===== config.mk =====
export PLATFORM = sky130hd
export DESIGN_NAME = reg_bus_arbiter_flat
export DESIGN_NICKNAME = d
export VERILOG_FILES = /design/src/rtl/reg_bus_arbiter_pkg.sv /design/src/rtl/reg_bus_arbiter_if.sv /design/src/rtl/reg_timeout_counter.sv /design/src/rtl/reg_bus_arbiter.sv /design/src/flat_wrapper.sv
export SDC_FILE = /design/constraint.sdc
export NUM_CORES = 1
export LEC_CHECK = 0
export BUFFER_PORTS_ARGS = -buffer_cell sky130_fd_sc_hd__buf_2
export CORE_AREA = 2 2 122 124
export CTS_CLUSTER_DIAMETER = 200
export DETAILED_ROUTE_END_ITERATION = 8
export DIE_AREA = 0 0 124 126
export HOLD_SLACK_MARGIN = 0.08
export PLACE_DENSITY_LB_ADDON = 0.12
export SYNTH_ARGS = -nofsm -noshare
export SYNTH_HDL_FRONTEND = slang
export SYNTH_SLANG_ARGS = --single-unit

===== constraint.sdc =====
create_clock -name clk_i -period 2.5 [get_ports clk_i]
set_input_delay 0.5 -clock clk_i [delete_from_list [all_inputs] [get_ports clk_i]]
set_output_delay 0.5 -clock clk_i [all_outputs]
set_load 0.01 [all_outputs]

===== src/rtl/reg_bus_arbiter_pkg.sv =====
// Shared register-bus request/response types for the arbiter and its users.
// Latency: n/a (types only).
// Backpressure: n/a (types only).
package reg_bus_arbiter_pkg;

  localparam int ADDR_W = 32;
  localparam int DATA_W = 32;
  localparam int STRB_W = DATA_W / 8;

  typedef struct packed {
    logic              valid;
    logic              write;
    logic [ADDR_W-1:0] addr;
    logic [DATA_W-1:0] wdata;
    logic [STRB_W-1:0] wstrb;
  } reg_req_t;

  typedef struct packed {
    logic              ready;
    logic [DATA_W-1:0] rdata;
    logic              error;
  } reg_rsp_t;

  // Response handed to a requester whose transfer was abandoned by timeout.
  localparam reg_rsp_t TIMEOUT_RSP = '{ready: 1'b1, rdata: '0, error: 1'b1};

endpackage


===== src/rtl/reg_bus_arbiter_if.sv =====
// Bundle of upstream/downstream register-bus signals around the arbiter.
// Latency: n/a (wiring only).
// Backpressure: n/a (wiring only).
interface reg_bus_arbiter_if #(
  parameter int N_REQ = 2
);
  import reg_bus_arbiter_pkg::*;

  localparam int GRANT_W = $clog2(N_REQ);

  reg_req_t [N_REQ-1:0] reg_req_i;
  reg_rsp_t [N_REQ-1:0] reg_rsp_o;
  reg_req_t             reg_req_o;
  reg_rsp_t             reg_rsp_i;
  logic [GRANT_W-1:0]   grant_o;
  logic                 busy_o;
  logic                 timeout_o;

  // Environment side: drives upstream requests and the downstream response.
  modport master (
    output reg_req_i, reg_rsp_i,
    input  reg_rsp_o, reg_req_o, grant_o, busy_o, timeout_o
  );

  // Arbiter side.
  modport slave (
    input  reg_req_i, reg_rsp_i,
    output reg_rsp_o, reg_req_o, grant_o, busy_o, timeout_o
  );

endinterface


===== src/rtl/reg_timeout_counter.sv =====
// Counts stalled cycles of a granted transfer and flags the cycle it must be abandoned.
// Latency: expire_o is combinational from the count and en_i.
// Backpressure: none; clr_i has priority over en_i.
module reg_timeout_counter #(
  parameter int TIMEOUT = 16
) (
  input  logic clk_i,
  input  logic rst_i,
  input  logic en_i,
  input  logic clr_i,
  output logic expire_o
);

  localparam int CW = $clog2(TIMEOUT + 1);

  logic [CW-1:0] cnt_q;
  logic [CW-1:0] cnt_d;

  // Next count: restart on clear, otherwise advance on every stalled cycle.
  always_comb begin
    cnt_d = cnt_q;
    if (clr_i) begin
      cnt_d = '0;
    end else if (en_i) begin
      cnt_d = cnt_q + CW'(1);
    end
  end

  // Count register.
  always_ff @(posedge clk_i or posedge rst_i) begin
    if (rst_i) begin
      cnt_q <= '0;
    end else begin
      cnt_q <= cnt_d;
    end
  end

  // The TIMEOUT-th stalled cycle is the one that gets aborted.
  assign expire_o = en_i && (cnt_q == CW'(TIMEOUT - 1));

endmodule


===== src/rtl/reg_bus_arbiter.sv =====
// Round-robin arbiter sharing one downstream register bus among N_REQ requesters.
// Latency: grant one cycle after valid; response passes through combinationally while BUSY.
// Backpressure: non-granted requesters see ready=0; stalled transfers abort after TIMEOUT cycles.
module reg_bus_arbiter
  import reg_bus_arbiter_pkg::*;
#(
  parameter int N_REQ   = 2,
  parameter int TIMEOUT = 16
) (
  input  logic             clk_i,
  input  logic             rst_i,
  reg_bus_arbiter_if.slave bus
);

  localparam int GW = $clog2(N_REQ);

  typedef enum logic {
    IDLE = 1'b0,
    BUSY = 1'b1
  } state_e;

  state_e               state_q;
  logic [GW-1:0]        grant_q;
  logic [GW-1:0]        ptr_q;
  logic                 busy_q;

  logic [GW-1:0]        win;
  logic                 any_vld;
  logic [GW:0]          idx;
  reg_req_t             gnt_req;
  logic                 tmo_en;
  logic                 tmo_expire;
  logic                 done;
  reg_req_t             req_out;
  reg_rsp_t [N_REQ-1:0] rsp_out;
  logic                 tmo_pulse;

  // Round-robin pick: first valid requester at or after ptr_q, wrapping past N_REQ-1.
  // Iterating downward lets the lowest offset from ptr_q win.
  always_comb begin
    any_vld = 1'b0;
    win     = '0;
    idx     = '0;
    for (int i = N_REQ - 1; i >= 0; i--) begin
      idx = {1'b0, ptr_q} + (GW+1)'(i);
      if (idx >= (GW+1)'(N_REQ)) begin
        idx = idx - (GW+1)'(N_REQ);
      end
      if (bus.reg_req_i[idx[GW-1:0]].valid) begin
        any_vld = 1'b1;
        win     = idx[GW-1:0];
      end
    end
  end

  assign gnt_req = bus.reg_req_i[grant_q];
  assign tmo_en  = (state_q == BUSY) && !bus.reg_rsp_i.ready;
  // A transfer ends on downstream ready, on timeout, or when the requester abandons it.
  assign done    = !gnt_req.valid || bus.reg_rsp_i.ready || tmo_expire;

  reg_timeout_counter #(
    .TIMEOUT (TIMEOUT)
  ) u_timeout (
    .clk_i    (clk_i),
    .rst_i    (rst_i),
    .en_i     (tmo_en),
    .clr_i    (state_q == IDLE),
    .expire_o (tmo_expire)
  );

  // Route the granted request down and the response back; everything is zero while idle.
  // A downstream ready in the expiry cycle wins because tmo_expire already requires ready=0.
  always_comb begin
    req_out   = '0;
    rsp_out   = '0;
    tmo_pulse = 1'b0;
    if (state_q == BUSY) begin
      req_out = gnt_req;
      if (gnt_req.valid) begin
        if (tmo_expire) begin
          req_out.valid     = 1'b0;
          rsp_out[grant_q]  = TIMEOUT_RSP;
          tmo_pulse         = 1'b1;
        end else begin
          rsp_out[grant_q]  = bus.reg_rsp_i;
        end
      end
    end
  end

  // Arbitration FSM: grant from IDLE, drop back to IDLE the cycle after a transfer ends.
  always_ff @(posedge clk_i or posedge rst_i) begin
    if (rst_i) begin
      state_q <= IDLE;
      grant_q <= '0;
      ptr_q   <= '0;
      busy_q  <= 1'b0;
    end else begin
      case (state_q)
        IDLE: begin
          if (any_vld) begin
            state_q <= BUSY;
            busy_q  <= 1'b1;
            grant_q <= win;
            ptr_q   <= (win == GW'(N_REQ - 1)) ? '0 : win + GW'(1);
          end
        end
        BUSY: begin
          if (done) begin
            state_q <= IDLE;
            busy_q  <= 1'b0;
          end
        end
        default: begin
          state_q <= IDLE;
          busy_q  <= 1'b0;
        end
      endcase
    end
  end

  assign bus.reg_req_o = req_out;
  assign bus.reg_rsp_o = rsp_out;
  assign bus.grant_o   = grant_q;
  assign bus.busy_o    = busy_q;
  assign bus.timeout_o = tmo_pulse;

endmodule


===== src/flat_wrapper.sv =====
// flat-port wrapper written by rule: the top's interface ports become plain ports
module reg_bus_arbiter_flat import reg_bus_arbiter_pkg::*;
#(
  parameter int N_REQ   = 2,
  parameter int TIMEOUT = 16
)
  (clk_i, rst_i, bus_reg_req_i, bus_reg_rsp_i, bus_reg_rsp_o, bus_reg_req_o, bus_grant_o, bus_busy_o, bus_timeout_o);
  reg_bus_arbiter_if #(.N_REQ(N_REQ)) bus_i ();
  input  logic clk_i;
  input  logic rst_i;
  input wire logic [$bits(bus_i.reg_req_i)-1:0] bus_reg_req_i;
  input wire logic [$bits(bus_i.reg_rsp_i)-1:0] bus_reg_rsp_i;
  output wire logic [$bits(bus_i.reg_rsp_o)-1:0] bus_reg_rsp_o;
  output wire logic [$bits(bus_i.reg_req_o)-1:0] bus_reg_req_o;
  output wire logic [$bits(bus_i.grant_o)-1:0] bus_grant_o;
  output wire logic [$bits(bus_i.busy_o)-1:0] bus_busy_o;
  output wire logic [$bits(bus_i.timeout_o)-1:0] bus_timeout_o;
  assign bus_i.reg_req_i = bus_reg_req_i;
  assign bus_i.reg_rsp_i = bus_reg_rsp_i;
  assign bus_reg_rsp_o = bus_i.reg_rsp_o;
  assign bus_reg_req_o = bus_i.reg_req_o;
  assign bus_grant_o = bus_i.grant_o;
  assign bus_busy_o = bus_i.busy_o;
  assign bus_timeout_o = bus_i.timeout_o;
  reg_bus_arbiter #(.N_REQ(N_REQ), .TIMEOUT(TIMEOUT)) u_core (.clk_i(clk_i), .rst_i(rst_i), .bus(bus_i));
endmodule

==> summary.log, run 1 <==
[power] combinational fraction of design power 81.8%
[yosys] synthesized area per cell 7.31 um2
[sta] hold violation count in the final report 0
[global_route] GR Layer Usage met1 10.5%
[global_route] total global routing overflow 0
[yosys] Yosys warning count 0
[yosys] share of the synthesized area in the top cell type 33.9%
[sta] unrepaired setup endpoints after global routing true
[layout] Finished Core Util 29.3%
[sta] final period utilization 98.2%
[critical_path] family of cells with the greatest summed delay on the critical path simple AND/OR/NAND/NOR gates
[yosys] sequential cell area fraction in the yosys report 10.9%
[yosys] Post-synth EDFFs 0
[critical_path] crit path cell chain ha_2 > and3_4 > ha_4 > nor2b_4 > nor2_4 > clkbuf_16 > and2_4 > buf_6
[clock_tree] CTS Root Buffer Type sky130_fd_sc_hd__clkbuf_16
[clock_tree] clock-pin slew on the worst setup and hold paths 0.04 ns
[place] HPWL after detailed placement 8550 um
[layout] area growth from synthesis to final layout 103%
[sta] count of pins over their slew limit 0
[power] static power due to leakage 2.57 nW
[power] switching part of the total 46.7%
[min_path] type of the tightest min-delay check in -> async
[floorplanning] Initial Utilization 14.5%
[clock_tree] post-CTS setup buffer count 0
[place] Post-Place Cells 763
[layout] Nets 765
[clock_tree] maximum clock path buffer count 2
[route] detail-routed via count per cell 3.98
[global_route] largest net degree at the start of global routing 80
[critical_path] critical path endpoint category primary output
[critical_path] depth of the worst register-to-register path 6
[clock_tree] depth of the CTS H-tree 1
[global_route] global-route wire length before repair 14100 um
[floorplanning] site row count 44
[floorplanning] die height 126 um
[power] Seq pwr share 8.4%
[critical_path] Slowest Stage Delay on Critical Path 0.39 ns
[clock_tree] Hold-fix buffers, CTS 0
[critical_path] type of the setup path with the least slack reg -> out
[clock_tree] number of clock buffers inserted by TritonCTS 3
[floorplanning] die area 15600 um2
[route] count of routing violations after the opening detailed-route iteration 65
[critical_path] Worst R2R End u_core.bus.busy_o
[yosys] biggest area consumer among synthesized cells sky130_fd_sc_hd__mux2i_1
[floorplanning] die span in x 124 um
[layout] number of non-filler instances in the completed layout 770
[power] internal power 1.51 mW
[critical_path] maximum fanout along the worst path 8
[clock_tree] clock tree from TritonCTS yes
[power] Cell Pwr Density 676 nW/um2
[critical_path] Crit. path cell count 8
[critical_path] CP startpoint kind flip-flop
[floorplanning] core box area 14300 um2
[yosys] leading register cell type out of synthesis sky130_fd_sc_hd__dfrtp_1
[yosys] netlist area before placement 2070 um2
[sta] Final setup violation count 0
[outcome] result of the run finished, final reports clean
[sta] Rel. slew slack 63.1%
[floorplanning] Boundary Pins 317
[run] max-cap violations 0
[yosys] Synth async-reset ratio 100%
[sta] f_max 407 MHz
[place] GPL Wtd Cong 0.809
[global_route] via count of the first global-routing pass 2910
[route] drt drc 0
[yosys] Mapped Nets 461
[critical_path] origin of the critical flop-to-flop path u_core.u_timeout.cnt_q[1]
[power] worst supply voltage drop on vdd 0.000350 V
[route] vias 3068
[critical_path] WP buf/inv 2
[route] Antenna Violating Nets Remaining 0
[global_route] antenna violations before repair 1
[critical_path] Slowest cell on crit path sky130_fd_sc_hd__dfrtp_1
[sta] final setup skew 0.00165 ns
[yosys] leading cell types by total area after synthesis sky130_fd_sc_hd__mux2i_1 (34%), sky130_fd_sc_hd__and2_1 (19%), sky130_fd_sc_hd__nor2_1 (15%)
[route] number of iterations in the first detailed-routing pass 5
[critical_path] WP data required 2.00 ns
[yosys] post-synthesis instance total 283
[route] Total Wirelength 10700 um
[place] number of port buffers 316
[power] switching power total 1.32 mW
[global_route] met2 demand-to-capacity share in global routing 24.4%
[sta] final critical path time including I/O delays and setup 2.46 ns
[layout] antenna cells 0
[critical_path] signal arrival time at the worst endpoint 1.96 ns
[clock_tree] clock sink count 9
[yosys] post-synthesis sequential element count 9
[critical_path] setup slack of the worst register-to-register path 1.04 ns
[global_route] GR met3 Demand/Resource 3.17%
[clock_tree] clock latency of the later-clocked register in the worst-skew pair 0.23 ns
[yosys] post-synthesis cell type count 27
[sta] Slew @ Worst Pin 0.553 ns
[global_route] GRT Overall Usage 11.4%
[power] clock group share of total power 9.8%
[global_route] grt peak-use layer met2
[layout] fraction of final layout cells with drive strength greater than 1 62.8%
[route] average wire per cell in the routed design 13.9 um
-- repair_timing --
item | in CTS | in global routing
resized for setup | 0 | 72
hold endpoints to repair | 0 | 0
setup endpoints to repair | 0 | 50
-- state kept, by name, indices dropped and copies added, names as in the netlist --
register                count
u_core.bus.busy_o           1
u_core.u_timeout.cnt_q      5
u_core.state_q              1
u_core.ptr_q                1
u_core.bus.grant_o          1
-- cell type report --
cell class / count / area (um2)
inverter: 4 / 15.0
clock buffer: 4 / 78.8
sequential: 9 / 229
fill: 1562 / 10100
timing repair buffer: 323 / 1920
multi-input combinational: 246 / 1730
tap: 184 / 230
-- kinds of logic (layout without fill, tap and decap cells) --
family | Yosys count | after routing | synth area share (%)
xor+xnor | 3 | 3 | 1.27
buf+inv | 28 | 331 | 10.2
mux | 71 | 71 | 34.4
simple gates | 161 | 161 | 39.7
compound gates | 9 | 9 | 2.36
flops | 9 | 9 | 10.9
fa+ha+maj | 2 | 2 | 1.21
-- power groups by stage --
stage | Sequential, mW | Combinational, mW | Clock, mW
finish | 0.238 | 2.32 | 0.279
global route | 0.249 | 2.54 | 0.295
CTS | 0.237 | 2.19 | 0.285
detailed placement | 0.239 | 2.19 | 0
global placement | 0.239 | 2.18 | 0
floorplan | 0.228 | 1.46 | 0
-- Yosys cell counts, drive strengths merged, types with 4 or more instances --
master,count
a21oi,5
and2,64
buf,18
clkbuf,6
dfrtp,9
inv,4
mux2i,70
nor2,86
-- how the worst max path moves through the flow --
stage                                    to                 startpoint
after floorplan           bus_reg_rsp_o[10]  u_core.u_timeout.cnt_q[0]
after global placement    bus_reg_rsp_o[32]  u_core.u_timeout.cnt_q[0]
final                     bus_reg_rsp_o[26]  u_core.u_timeout.cnt_q[1]
after CTS                 bus_reg_rsp_o[32]  u_core.u_timeout.cnt_q[0]
after detailed placement  bus_reg_rsp_o[32]  u_core.u_timeout.cnt_q[0]
after global routing      bus_reg_rsp_o[22]  u_core.u_timeout.cnt_q[1]
-- placed cells by master (no fill, tap or decap), drive strengths merged --
master and instances:
dfrtp 9, nand4b 1, mux2 1, nor2b 2, clkbuf 6, o22ai 1
xor2 2, nand2b 2, inv 4, a21oi 5, nand2 2, and2 64
nand3 1, nand3b 1, o21ai 1, nor2 86, buf 321, xnor2 1
and3 2, a31oi 2, ha 2, mux2i 70
-- stage by stage --
step           power [mW]  setup TNS (ns)  hold slack [ns]  setup slack [ns]  area (um2)
2_1_floorplan        1.68               0            0.328             0.476        2070
3_3_place_gp         2.42               0            0.470             0.289        3770
3_5_place_dp         2.43               0            0.476             0.251        3770
4_1_cts              2.72               0            0.244           0.00411        3850
5_1_grt              3.09           -1.38            0.266           -0.0621        4200
6_report             2.84               0            0.232            0.0447        4200
-- layer usage --
metal / wire [um] / vias to the layer above
met5: 0 / -
met4: 97 / 0
met3: 1230 / 8
met2: 6070 / 196
met1: 3310 / 1339
li1: - / 1525
No activity file was read; power rests on OpenSTA's default activity.
==> run 2: changes to the inputs <==
- PLACE_DENSITY: unset -> 0.51
- PLACE_DENSITY_LB_ADDON: 0.12 -> unset
==> summary.log, run 2 (same netlist as run 1, synthesis figures left out) <==
[power] worst supply voltage drop on vdd 0.000334 V
[sta] Final setup violation count 0
[route] detail-routed via count per cell 3.95
[layout] register containing the most flip-flops in the final layout u_core.u_timeout.cnt_q
[route] Total Wirelength 9760 um
[critical_path] type of the setup path with the least slack reg -> out
[critical_path] Slowest Stage Delay on Critical Path 0.39 ns
[clock_tree] depth of the CTS H-tree 1
[sta] f_max 406 MHz
[floorplanning] site row count 44
[global_route] via count of the first global-routing pass 2718
[min_path] type of the tightest min-delay check in -> async
[route] drt drc 0
[critical_path] maximum fanout along the worst path 8
[clock_tree] CTS Root Buffer Type sky130_fd_sc_hd__clkbuf_16
[layout] Nets 770
[clock_tree] maximum clock path buffer count 2
[sta] Slew @ Worst Pin 0.437 ns
[global_route] largest net degree at the start of global routing 40
[clock_tree] clock sink count 9
[layout] most common library cell in the layout ignoring fill and taps sky130_fd_sc_hd__buf_2
[sta] count of pins over their slew limit 0
[global_route] grt peak-use layer met2
[place] Post-Place Cells 766
[sta] final critical path time including I/O delays and setup 2.46 ns
[layout] max FFs per register 5
[clock_tree] clock latency of the later-clocked register in the worst-skew pair 0.24 ns
[global_route] global-route wire length before repair 12800 um
[outcome] result of the run finished, final reports clean
[layout] commonest cells after routing, fill and taps aside sky130_fd_sc_hd__buf_2 (284), sky130_fd_sc_hd__nor2_1 (84), sky130_fd_sc_hd__mux2i_1 (70)
[run] max-cap violations 0
[global_route] GR Layer Usage met1 10.7%
[route] average wire per cell in the routed design 12.6 um
[power] overall power consumption 2.87 mW
[floorplanning] die span in x 124 um
[layout] area of all placed cells without fillers 4240 um2
[place] GPL Wtd Cong 0.750
[floorplanning] die area 15600 um2
[global_route] GR met3 Demand/Resource 1.49%
[clock_tree] clock tree from TritonCTS yes
[floorplanning] Initial Utilization 14.5%
[route] count of routing violations after the opening detailed-route iteration 65
[power] static power due to leakage 2.60 nW
[sta] final setup skew 0.00222 ns
[place] HPWL after detailed placement 7950 um
[route] vias 3063
[route] number of iterations in the first detailed-routing pass 4
[power] Cell Pwr Density 677 nW/um2
[place] number of port buffers 316
[critical_path] CP startpoint kind flip-flop
[critical_path] crit path cell chain ha_2 > and3_4 > ha_4 > nor2b_4 > nor2_4 > clkbuf_16 > and2_4 > buf_6
[critical_path] Slowest cell on crit path sky130_fd_sc_hd__dfrtp_1
[layout] fraction of final layout cells with drive strength greater than 1 63.3%
[layout] antenna cells 0
[critical_path] signal arrival time at the worst endpoint 1.96 ns
[global_route] total global routing overflow 0
[route] Antenna Violating Nets Remaining 0
[clock_tree] number of clock buffers inserted by TritonCTS 3
[sta] setup tns final 0 ns
[global_route] GRT Overall Usage 10.2%
[floorplanning] core box area 14300 um2
[sta] Rel. slew slack 70.9%
[place] Post-Place Cell Area 3790 um2
[critical_path] WP data required 2.00 ns
[global_route] antenna violations before repair 0
[layout] area growth from synthesis to final layout 105%
[layout] number of non-filler instances in the completed layout 775
[critical_path] critical path endpoint category primary output
[clock_tree] clock-pin slew on the worst setup and hold paths 0.04 ns
[sta] hold violation count in the final report 0
[sta] unrepaired setup endpoints after global routing true
[sta] final period utilization 98.5%
[floorplanning] Boundary Pins 317
[global_route] met2 demand-to-capacity share in global routing 20.8%
[floorplanning] die height 126 um
run 2: cell types whose count changed in the layout (fill, tap and decap cells not counted), sizes merged:
cell / before / now
buf: 321 / 326
run 2: metrics by stage:
step                utilization (%)  hold WS, ns  worst slack (ns)
floorplan                         -        0.328             0.476
global placement               26.5        0.474             0.321
detailed placement             26.5        0.480             0.305
CTS                            27.0        0.227            0.0459
global route                   29.6        0.249           -0.0440
finish                         29.6        0.216            0.0380
run 2: worst max-delay path, delay by kind of cell, from the launching register on:
kind | cells | cell delay [ns]
buffers and inverters | 2 | 0.31
DFF | 1 | 0.39
adders and majority gates | 2 | 0.34
and+or+nand+nor | 4 | 0.68
run 2: power by group:
group          internal, mW  switching (mW)
Sequential            0.192          0.0676
Combinational          1.15            1.18
Clock                 0.213          0.0731
run 2: per-layer routing:
metal  wire [um]  share of wire (%)
met1        3450                 35
met2        5240                 54
met3        1000                 10
met4          77               0.79
met5           0                  0
run 2: cell type report:
class	instances	area, um2
inverter	4	15.0
timing repair buffer	328	1960
multi-input combinational	246	1730
fill	1601	10100
sequential	9	229
tap	184	230
clock buffer	4	78.8
run 2: worst paths after layout:
path | from | endpoint | slack (ns) | cells after the start
setup / recovery | u_core.u_timeout.cnt_q[1] | bus_reg_rsp_o[63] | 0.04 | 8
hold / removal | rst_i | u_core.ptr_q | 0.22 | 2
setup reg to reg | u_core.u_timeout.cnt_q[1] | u_core.bus.busy_o | 1.03 | 6
hold reg to reg | u_core.ptr_q | u_core.ptr_q | 0.49 | 1
max in group asynchronous | rst_i | u_core.bus.grant_o | 2.00 | 2
min in group clk_i | u_core.ptr_q | u_core.ptr_q | 0.49 | 1
run 2: what timing repair did:
action	CTS	global route
resized for setup	0	74
buffers inserted	0	2
endpoints found under the setup margin	0	63
hold buffers	0	0
==> run 3: changes to the inputs <==
- BUFFER_PORTS_ARGS: -buffer_cell sky130_fd_sc_hd__buf_2 -> unset
- CORE_AREA: 2 2 122 124 -> 2 2 123 125
- DIE_AREA: 0 0 124 126 -> 0 0 125 127
- DONT_BUFFER_PORTS: unset -> 1
- PLACE_DENSITY: 0.51 -> 0.32
==> summary.log, run 3 (same netlist as run 1, synthesis figures left out) <==
[sta] smallest hold slack 0.121 ns
[global_route] grt peak-use layer met2
[min_path] type of the tightest min-delay check in -> async
[sta] count of pins over their slew limit 0
[sta] final critical path time including I/O delays and setup 2.38 ns
[global_route] via count of the first global-routing pass 1845
[global_route] GRT Overall Usage 8.76%
[power] combinational fraction of design power 74.9%
[power] worst supply voltage drop on vdd 0.000467 V
[layout] register containing the most flip-flops in the final layout u_core.u_timeout.cnt_q
[route] drt drc 0
[critical_path] depth of the worst register-to-register path 6
[layout] antenna cells 0
[route] average wire per cell in the routed design 17.8 um
[layout] fraction of final layout cells with drive strength greater than 1 7.06%
[power] Seq pwr share 11.8%
[sta] final setup skew 0.00241 ns
[power] Cell Pwr Density 926 nW/um2
[floorplanning] core box area 14400 um2
[route] vias 1986
[layout] Nets 448
[power] static power due to leakage 1.09 nW
[layout] most common library cell in the layout ignoring fill and taps sky130_fd_sc_hd__nor2_1
[global_route] total global routing overflow 0
[sta] Final setup violation count 0
[global_route] antenna violations before repair 0
[power] switching part of the total 53.6%
[place] Post-Place Cell Area 2160 um2
[clock_tree] CTS Root Buffer Type sky130_fd_sc_hd__clkbuf_16
[sta] Rel. slew slack 52.4%
[sta] unrepaired setup endpoints after global routing false
[power] internal power 983 uW
[route] Antenna Violating Nets Remaining 0
[floorplanning] site row count 44
[layout] Finished Core Util 15.8%
[floorplanning] die height 127 um
[outcome] result of the run finished, final reports clean
[place] worst-case setup slack after placement 0.204 ns
[critical_path] Worst R2R End u_core.bus.busy_o
[global_route] GR met3 Demand/Resource 1.21%
[clock_tree] clock tree from TritonCTS yes
[layout] number of non-filler instances in the completed layout 453
[route] number of iterations in the first detailed-routing pass 4
[layout] Filler Cells Inserted 1613
[layout] max FFs per register 5
[clock_tree] clock-pin slew on the worst setup and hold paths 0.04 ns
[floorplanning] die span in x 125 um
[place] number of port buffers 0
[global_route] global-route wire length before repair 10700 um
[critical_path] WP data required 2.00 ns
[critical_path] setup slack of the worst register-to-register path 0.92 ns
[global_route] met2 demand-to-capacity share in global routing 17.8%
[critical_path] maximum fanout along the worst path 32
[layout] area of all placed cells without fillers 2280 um2
[global_route] GR Layer Usage met1 9.75%
[run] max-cap violations 0
[critical_path] CP startpoint kind flip-flop
[clock_tree] clock sink count 9
[sta] Slew @ Worst Pin 0.713 ns
[sta] worst setup margin 0.115 ns
[place] HPWL after detailed placement 6940 um
[critical_path] critical path endpoint category primary output
[sta] hold violation count in the final report 0
[place] GPL Wtd Cong 0.822
[place] Post-Place Cells 447
[sta] f_max 419 MHz
[power] overall power consumption 2.12 mW
[critical_path] Crit. Startpoint u_core.u_timeout.cnt_q[0]
[route] Total Wirelength 8080 um
[route] detail-routed via count per cell 4.38
[clock_tree] Hold-fix buffers, CTS 0
[layout] area taken by flip-flops and latches 229 um2
[clock_tree] depth of the CTS H-tree 1
[clock_tree] number of clock buffers inserted by TritonCTS 3
[floorplanning] Initial Utilization 14.3%
[critical_path] type of the setup path with the least slack reg -> out
[clock_tree] clock latency of the later-clocked register in the worst-skew pair 0.23 ns
[clock_tree] maximum clock path buffer count 2
[layout] combined area of the multi-input logic cells 1650 um2
[critical_path] origin of the critical flop-to-flop path u_core.u_timeout.cnt_q[0]
[sta] final period utilization 95.4%
[route] count of routing violations after the opening detailed-route iteration 126
[layout] commonest cells after routing, fill and taps aside sky130_fd_sc_hd__nor2_1 (84), sky130_fd_sc_hd__mux2i_1 (70), sky130_fd_sc_hd__and2_1 (62)
[power] switching power total 1.13 mW
[sta] setup tns final 0 ns
[floorplanning] Boundary Pins 317
[critical_path] signal arrival time at the worst endpoint 1.88 ns
[power] clock group share of total power 13.2%
[layout] area growth from synthesis to final layout 10.4%
[floorplanning] die area 15900 um2
[global_route] largest net degree at the start of global routing 73
[run 3: routing by layer]
layer	vias to the layer above	part of all wire, %
met4	0	0.90
met5	-	0
met1	888	36
met2	202	54
met3	6	9.0
li1	890	-
[run 3: area by class of cell]
| class | count | area share, % |
|---|---|---|
| clock buffer | 4 | 3.45 |
| inverter | 4 | 0.657 |
| multi-input combinational | 247 | 72.2 |
| sequential | 9 | 10.0 |
| tap | 184 | 10.1 |
| timing repair buffer | 5 | 3.61 |
[run 3: how the worst max path moves through the flow]
stage	to	slack [ns]
6_report	bus_reg_rsp_o[41]	0.12
5_1_grt	bus_reg_rsp_o[35]	0.02
4_1_cts	bus_reg_rsp_o[64]	0.006
3_5_place_dp	bus_reg_rsp_o[9]	0.20
3_3_place_gp	bus_reg_rsp_o[12]	0.24
2_1_floorplan	bus_reg_rsp_o[10]	0.48
[run 3: power by group through the flow]
stage          sequential, mW  clock, mW  combinational (mW)
2_1_floorplan           0.228          0                1.46
3_3_place_gp            0.254          0                1.55
3_5_place_dp            0.255          0                1.57
4_1_cts                 0.253      0.285                1.59
5_1_grt                 0.261      0.295                1.72
6_report                0.251      0.280                1.59
[run 3: critical path, stage by stage, from the launching register on]
cell and delay [ns]:
sky130_fd_sc_hd__dfrtp_1 0.39, sky130_fd_sc_hd__ha_1 0.21, sky130_fd_sc_hd__and3_1 0.18, sky130_fd_sc_hd__ha_1 0.19
sky130_fd_sc_hd__nor2b_4 0.17, sky130_fd_sc_hd__nor2_4 0.12, sky130_fd_sc_hd__buf_8 0.18, sky130_fd_sc_hd__and2_1 0.22
[run 3: what timing repair did]
action	CTS	global route
endpoints found under the setup margin	32	40
cloned	1	0
setup buffers	0	1
gates resized for setup	1	4
pin swaps	1	1
